$ cat src/rtl/reg_delay_rx_buf_pkg.sv
// Shared constants and width helpers for the register-delay receive buffer.
// Imported by the buffer top and its storage sub-module.
package reg_delay_rx_buf_pkg;

   // Latency of the 3-stage operand/result delay chains feeding this buffer.
   localparam int unsigned PIPE_LAT_3L = 3;

   // Width of a counter that must hold every value from 0 to depth inclusive.
   function automatic int unsigned cnt_width(input int unsigned depth);
      return $clog2(depth + 1);
   endfunction

   function automatic bit is_pow2(input int unsigned value);
      return (value != 0) && ((value & (value - 1)) == 0);
   endfunction

endpackage

$ cat src/rtl/reg_delay_rx_buf_mem.sv
// DEPTH x DATA_WIDTH register array for the receive buffer, with wrapping
// write/read pointers and a show-ahead asynchronous read port.
module rx_fifo_mem
   import reg_delay_rx_buf_pkg::*;
#(
   parameter int unsigned DATA_WIDTH = 18,
   parameter int unsigned DEPTH      = 8
) (
   input  logic                  clk,
   input  logic                  rst_n,
   input  logic                  push,
   input  logic                  pop,
   input  logic [DATA_WIDTH-1:0] wr_data,
   output logic [DATA_WIDTH-1:0] rd_data
);

   localparam int unsigned PTR_W = $clog2(DEPTH);

   logic [DATA_WIDTH-1:0] mem_q [DEPTH];
   logic [PTR_W-1:0]      wr_ptr_q, wr_ptr_d;
   logic [PTR_W-1:0]      rd_ptr_q, rd_ptr_d;

   // NOTE: every comb output gets a default before any branch, so no path leaves it unassigned (no latch).
   // NOTE: comb logic uses blocking '=', clocked state uses non-blocking '<=' only.
   always_comb begin
      wr_ptr_d = wr_ptr_q;
      rd_ptr_d = rd_ptr_q;
      if (push) wr_ptr_d = wr_ptr_q + PTR_W'(1);
      if (pop)  rd_ptr_d = rd_ptr_q + PTR_W'(1);
   end

   always_ff @(posedge clk or negedge rst_n) begin
      if (!rst_n) begin
         wr_ptr_q <= '0;
         rd_ptr_q <= '0;
      end else begin
         wr_ptr_q <= wr_ptr_d;
         rd_ptr_q <= rd_ptr_d;
      end
   end

   // NOTE: storage is deliberately not reset; contents are only meaningful behind level != 0.
   always_ff @(posedge clk) begin
      if (push) mem_q[wr_ptr_q] <= wr_data;
   end

   assign rd_data = mem_q[rd_ptr_q];

endmodule

$ cat src/rtl/reg_delay_rx_buf.sv
// Receive-end buffer for a fixed-latency register delay pipeline: credits the
// launcher, captures arriving words, serves a valid/ready consumer, flags misuse.
module reg_delay_rx_buf
   import reg_delay_rx_buf_pkg::*;
#(
   parameter int unsigned DATA_WIDTH = 18,
   parameter int unsigned PIPE_LAT   = PIPE_LAT_3L,
   parameter int unsigned DEPTH      = 8
) (
   input  logic                          clk,
   input  logic                          rst_n,
   input  logic                          issue_req,
   output logic                          issue_ok,
   input  logic                          pipe_valid,
   input  logic [DATA_WIDTH-1:0]         pipe_data,
   output logic                          out_valid,
   output logic [DATA_WIDTH-1:0]         out_data,
   input  logic                          out_ready,
   output logic [cnt_width(DEPTH)-1:0]   credit_cnt,
   output logic [cnt_width(DEPTH)-1:0]   level,
   output logic                          overflow_err,
   output logic                          spurious_err
);

   localparam int unsigned      CNT_W   = cnt_width(DEPTH);
   localparam logic [CNT_W-1:0] DEPTH_C = CNT_W'(DEPTH);

   if (!is_pow2(DEPTH) || (DEPTH < PIPE_LAT)) begin : g_bad_cfg
      $error("reg_delay_rx_buf: DEPTH must be a power of two and >= PIPE_LAT");
   end

   logic [CNT_W-1:0] credit_q, credit_d;
   logic [CNT_W-1:0] level_q, level_d;
   logic [CNT_W-1:0] in_flight_q, in_flight_d;
   logic             overflow_q, overflow_d;
   logic             spurious_q, spurious_d;

   logic accept, pop, full, push_en;

   assign issue_ok  = (credit_q != '0);
   assign out_valid = (level_q != '0);
   assign full      = (level_q == DEPTH_C);
   assign accept    = issue_req && issue_ok;
   assign pop       = out_valid && out_ready;
   // A full buffer still takes a word when the same cycle frees a slot.
   assign push_en   = pipe_valid && (!full || pop);

   always_comb begin
      credit_d    = credit_q;
      level_d     = level_q;
      in_flight_d = in_flight_q;
      overflow_d  = overflow_q | (pipe_valid && full && !pop);
      spurious_d  = spurious_q | (pipe_valid && !accept && (in_flight_q == '0));

      unique case ({accept, pop})
         2'b10:   credit_d = credit_q - CNT_W'(1);
         2'b01:   credit_d = credit_q + CNT_W'(1);
         default: credit_d = credit_q;
      endcase

      unique case ({push_en, pop})
         2'b10:   level_d = level_q + CNT_W'(1);
         2'b01:   level_d = level_q - CNT_W'(1);
         default: level_d = level_q;
      endcase

      // A stray arrival with nothing outstanding leaves the count pinned at zero.
      if (accept && !pipe_valid) begin
         in_flight_d = in_flight_q + CNT_W'(1);
      end else if (!accept && pipe_valid && (in_flight_q != '0)) begin
         in_flight_d = in_flight_q - CNT_W'(1);
      end
   end

   always_ff @(posedge clk or negedge rst_n) begin
      if (!rst_n) begin
         credit_q    <= DEPTH_C;
         level_q     <= '0;
         in_flight_q <= '0;
         overflow_q  <= 1'b0;
         spurious_q  <= 1'b0;
      end else begin
         credit_q    <= credit_d;
         level_q     <= level_d;
         in_flight_q <= in_flight_d;
         overflow_q  <= overflow_d;
         spurious_q  <= spurious_d;
      end
   end

   rx_fifo_mem #(
      .DATA_WIDTH (DATA_WIDTH),
      .DEPTH      (DEPTH)
   ) u_mem (
      .clk     (clk),
      .rst_n   (rst_n),
      .push    (push_en),
      .pop     (pop),
      .wr_data (pipe_data),
      .rd_data (out_data)
   );

   assign credit_cnt   = credit_q;
   assign level        = level_q;
   assign overflow_err = overflow_q;
   assign spurious_err = spurious_q;

endmodule
$ cat config.mk
export PLATFORM = sky130hd
export DESIGN_NAME = reg_delay_rx_buf
export DESIGN_NICKNAME = d
export VERILOG_FILES = /design/src/rtl/reg_delay_rx_buf_pkg.sv /design/src/rtl/reg_delay_rx_buf_mem.sv /design/src/rtl/reg_delay_rx_buf.sv
export SDC_FILE = /design/constraint.sdc
export NUM_CORES = 1
export LEC_CHECK = 0
export BUFFER_PORTS_ARGS = -buffer_cell sky130_fd_sc_hd__buf_4
export CAP_MARGIN = 20
export CORE_ASPECT_RATIO = 1.1
export CORE_MARGIN = 3
export CORE_UTILIZATION = 40
export CTS_CLUSTER_SIZE = 40
export DETAILED_ROUTE_END_ITERATION = 12
export RECOVER_POWER = 100
export SYNTH_ARGS = -nofsm -noshare
export SYNTH_HDL_FRONTEND = slang
export SYNTH_SLANG_ARGS = --single-unit
$ cat constraint.sdc
create_clock -name clk -period 7.9 [get_ports clk]
set_input_delay 0 -clock clk [delete_from_list [all_inputs] [get_ports clk]]
set_output_delay 0 -clock clk [all_outputs]
set_load 0.05 [all_outputs]
==> qor.txt <==
Post-synth cell types -> 50
NetSw -> 0.00121 W
Outcome -> finished, violations left
GRT Util Overall -> 14.4%
Minimum clock period after layout -> 3640 ps
Number of cell instances on the worst register-to-register path -> 5
Area of the die -> 18400 µm²
Iteration-0 DRC Markers -> 268
Total wirelength of the detailed-routed design -> 12400 µm
Pint -> 0.00222 W
Deepest level of the CTS H-tree -> 4
Die extent in x -> 130 µm
Max_cap viols -> 3
Final cycle utilization of the critical path -> 46.1%
Vias in the first global route -> 3525
Bufs on Longest Clock Path -> 2
Global placer's final weighted congestion -> 0.805
Comb pwr share -> 35.7%
Leftover overflow at the end of global routing -> 0
Worst Path Class, Setup -> reg -> out
Number of setup violations in the final report -> 0
RSZ-0062 raised after global routing -> no
Share of cells above drive strength 1 -> 22.1%
Clock insertion delay at the later pin of the skew report -> 410 ps
CTS Root Cell -> sky130_fd_sc_hd__clkbuf_16
Post-synth EDFFs -> 144
Synthesized flop and latch total -> 164
Clock slew at the register clock pins of the worst setup and hold paths -> 60 ps
Antenna cell count -> 0
Synthesized area divided by synthesized cell count -> 20.0 µm²
Half-perimeter wire length of the detailed placement result -> 7420 µm
Required time at the endpoint of the critical path -> 7900 ps
Path class of the lowest-slack min-delay path -> in -> async
Endpoint arrival time on the critical path -> 3640 ps
Fraction of synthesis flops using an asynchronous set or reset pin -> 12.2%
Initial Util -> 41.0%
Clock tree from TritonCTS -> done
DRT Pass-1 Iters -> 4
Cell area power density -> 427 nW/µm²
Type of origin of the critical path -> flop
TritonCTS buffer count -> 17
Fill cells -> 1382
Vias after detailed routing -> 3370
Wire length per cell -> 19.3 µm
Achievable clock frequency -> 0.275 GHz
Aggregate negative setup slack -> 0 ps
Setup skew after layout -> 5.47 ps
Worst VDD drop -> 0.199 mV
Wire length of the first global-routing pass -> 19600 µm
Gate count of the mapped netlist -> 337
Number of clock sinks seen by CTS -> 164
Antenna violations before repair -> 0
Main synth FF type -> sky130_fd_sc_hd__edfxtp_1
Core Rows -> 49
Antenna Violating Nets Remaining -> 0
Sw frac -> 35.2%
Total Nets Final -> 459
Warning count from the yosys run -> 0
Worst-margin pin slew -> 2100 ps
I/O Pins -> 53
CP max FO -> 32
Count of endpoints failing hold in the final timing report -> 0
Layout area overhead -> 19.3%
Clk network pwr share -> 28.1%
Net count after synthesis -> 370
Final count of pins violating max slew -> 44
Buffers added on ports -> 52
Endpoint class of the critical path -> output pin
Post-synthesis instance area -> 6730 µm²
Overall Power -> 0.00343 W
Die extent in y -> 142 µm
Per-cell via count in the routed design -> 5.24
Floorplan Core Area -> 16400 µm²
Largest net degree at the start of global routing -> 33
Sequential cell area fraction in the yosys report -> 71.7%
Slew headroom -> -40.2%
Post-detailed-route DRC marker count -> 0
Violations in the final reports -> max-capacitance violations, max-slew violations
Number of buffers inserted by post-CTS setup repair -> 0
Sequential group share of total power -> 36.2%
Leakage power summed over all cells -> 2.67 nW
## placed cells by master, fill, tap and decap left out, types with 2 or more instances in the layout
cell and instances:
sky130_fd_sc_hd__o21ai_0 4, sky130_fd_sc_hd__clkbuf_16 17, sky130_fd_sc_hd__nand3_1 2, sky130_fd_sc_hd__bufinv_16 8, sky130_fd_sc_hd__edfxtp_1 144, sky130_fd_sc_hd__xnor2_1 6
sky130_fd_sc_hd__buf_4 5, sky130_fd_sc_hd__dfrtp_1 18, sky130_fd_sc_hd__o41ai_1 2, sky130_fd_sc_hd__nor2b_1 3, sky130_fd_sc_hd__mux2_2 20, sky130_fd_sc_hd__clkinv_2 2
sky130_fd_sc_hd__nand2b_1 5, sky130_fd_sc_hd__a31o_2 2, sky130_fd_sc_hd__nor2_1 6, sky130_fd_sc_hd__or3_1 2, sky130_fd_sc_hd__xor2_1 4, sky130_fd_sc_hd__nor3_1 8
sky130_fd_sc_hd__a21oi_1 4, sky130_fd_sc_hd__a21o_1 2, sky130_fd_sc_hd__ha_1 8, sky130_fd_sc_hd__mux4_2 36, sky130_fd_sc_hd__fa_1 2, sky130_fd_sc_hd__nand2_1 11
sky130_fd_sc_hd__mux2_1 2, sky130_fd_sc_hd__clkbuf_1 62, sky130_fd_sc_hd__nor4_1 2, sky130_fd_sc_hd__mux2i_1 4, sky130_fd_sc_hd__inv_1 4, sky130_fd_sc_hd__a31oi_1 3
sky130_fd_sc_hd__dlygate4sd3_1 23
## worst max-delay path: stages, from the launching register on
cell,delay (ps)
sky130_fd_sc_hd__dfrtp_1,510
sky130_fd_sc_hd__clkbuf_1,1550
sky130_fd_sc_hd__mux4_2,510
sky130_fd_sc_hd__mux2_2,170
sky130_fd_sc_hd__clkbuf_1,470
## timing repair
action | 4_1_cts | 5_1_grt
gates resized for setup | 0 | 0
hold buffers | 23 | 0
hold endpoints to repair | 171 | 0
## power by group through the flow
| stage | clock network (W) | logic (W) | registers (W) |
|---|---|---|---|
| finish | 0.000963 | 0.00122 | 0.00124 |
| global route | 0.00102 | 0.00132 | 0.00127 |
| CTS | 0.000982 | 0.00136 | 0.00125 |
| detailed placement | 0 | 0.00134 | 0.00127 |
| global placement | 0 | 0.00133 | 0.00126 |
| floorplan | 0 | 0.000974 | 0.00128 |
## sequential cells by signal (all words and copies together), names as in the netlist
register,cells
spurious_err,1
u_mem.rd_ptr_q,3
u_mem.wr_ptr_q,3
credit_cnt,4
overflow_err,1
u_mem.mem_q,144
level,4
in_flight_q,4
## cell type report
class                           count  area, µm²  share of cell area [%]
Timing Repair Buffer               86        485                    6.05
Clock buffer                       21        440                    5.49
Tap cell                          204        255                    3.18
Inverter                            4       15.0                   0.187
Clock inverter                     11        254                    3.16
Sequential cell                   164       4830                    60.1
Multi-Input combinational cell    153       1750                    21.8
## through the flow
step                area, µm²  hold WS [ps]  instances  utilization [%]  setup slack, ps
detailed placement       7370          -101        587             44.8             4990
CTS                      8290          51.4        642             50.5             4980
finish                   8030           159        643             48.9             4260
global placement         7370          -107        587             44.8             5110
floorplan                6730          -296        337                -             4830
global route             8030           149        643             48.9             3980
## routing by layer
metal / global-route usage [%] / up-vias / routed length (µm)
met1: 18.8 / 1738 / 5560
met5: 0 / - / 0
met2: 23.5 / 65 / 6210
li1: - / 1552 / -
met3: 4.13 / 15 / 444
met4: 4.43 / 0 / 164
## cell usage after synthesis, types with 5 or more instances
cell type,number,area (µm²)
sky130_fd_sc_hd__dfrtp_1,19,475
sky130_fd_sc_hd__edfxtp_1,144,4320
sky130_fd_sc_hd__mux4_2,36,811
sky130_fd_sc_hd__nand2_1,9,33.8
sky130_fd_sc_hd__nand2b_1,5,31.3
sky130_fd_sc_hd__mux2_2,20,225
sky130_fd_sc_hd__nor3_1,8,40.0
sky130_fd_sc_hd__ha_1,8,100
sky130_fd_sc_hd__nor2_1,6,22.5
sky130_fd_sc_hd__xnor2_1,6,52.6
## worst paths after layout
| path | slack (ps) | start | end |
|---|---|---|---|
| max in group asynchronous | 6400 | rst_n | u_mem.rd_ptr_q[0]$_DFFE_PN0P_ |
| worst min register to register | 480 | overflow_err$_DFF_PN0_ | overflow_err$_DFF_PN0_ |
| worst min-delay path | 160 | rst_n | credit_cnt[3]$_DFFE_PN1P_ |
| worst max-delay path | 4260 | u_mem.rd_ptr_q[1]$_DFFE_PN0P_ | out_data[14] |
| min in group clk | 460 | pipe_valid | in_flight_q[1]$_DFFE_PN0P_ |
| worst max register to register | 4610 | level[1]$_DFFE_PN0P_ | u_mem.mem_q[1][0]$_DFFE_PP_ |
## kinds of logic after synthesis
logic type,count (synthesis),synth area share [%]
flops,164,71.7
mux,63,16.6
simple gates,45,3.63
compound gates,25,3.03
buf+inv,20,1.64
xor+xnor,10,1.30
fa+ha+maj,10,2.08
Power figures use the tool's default switching activity.
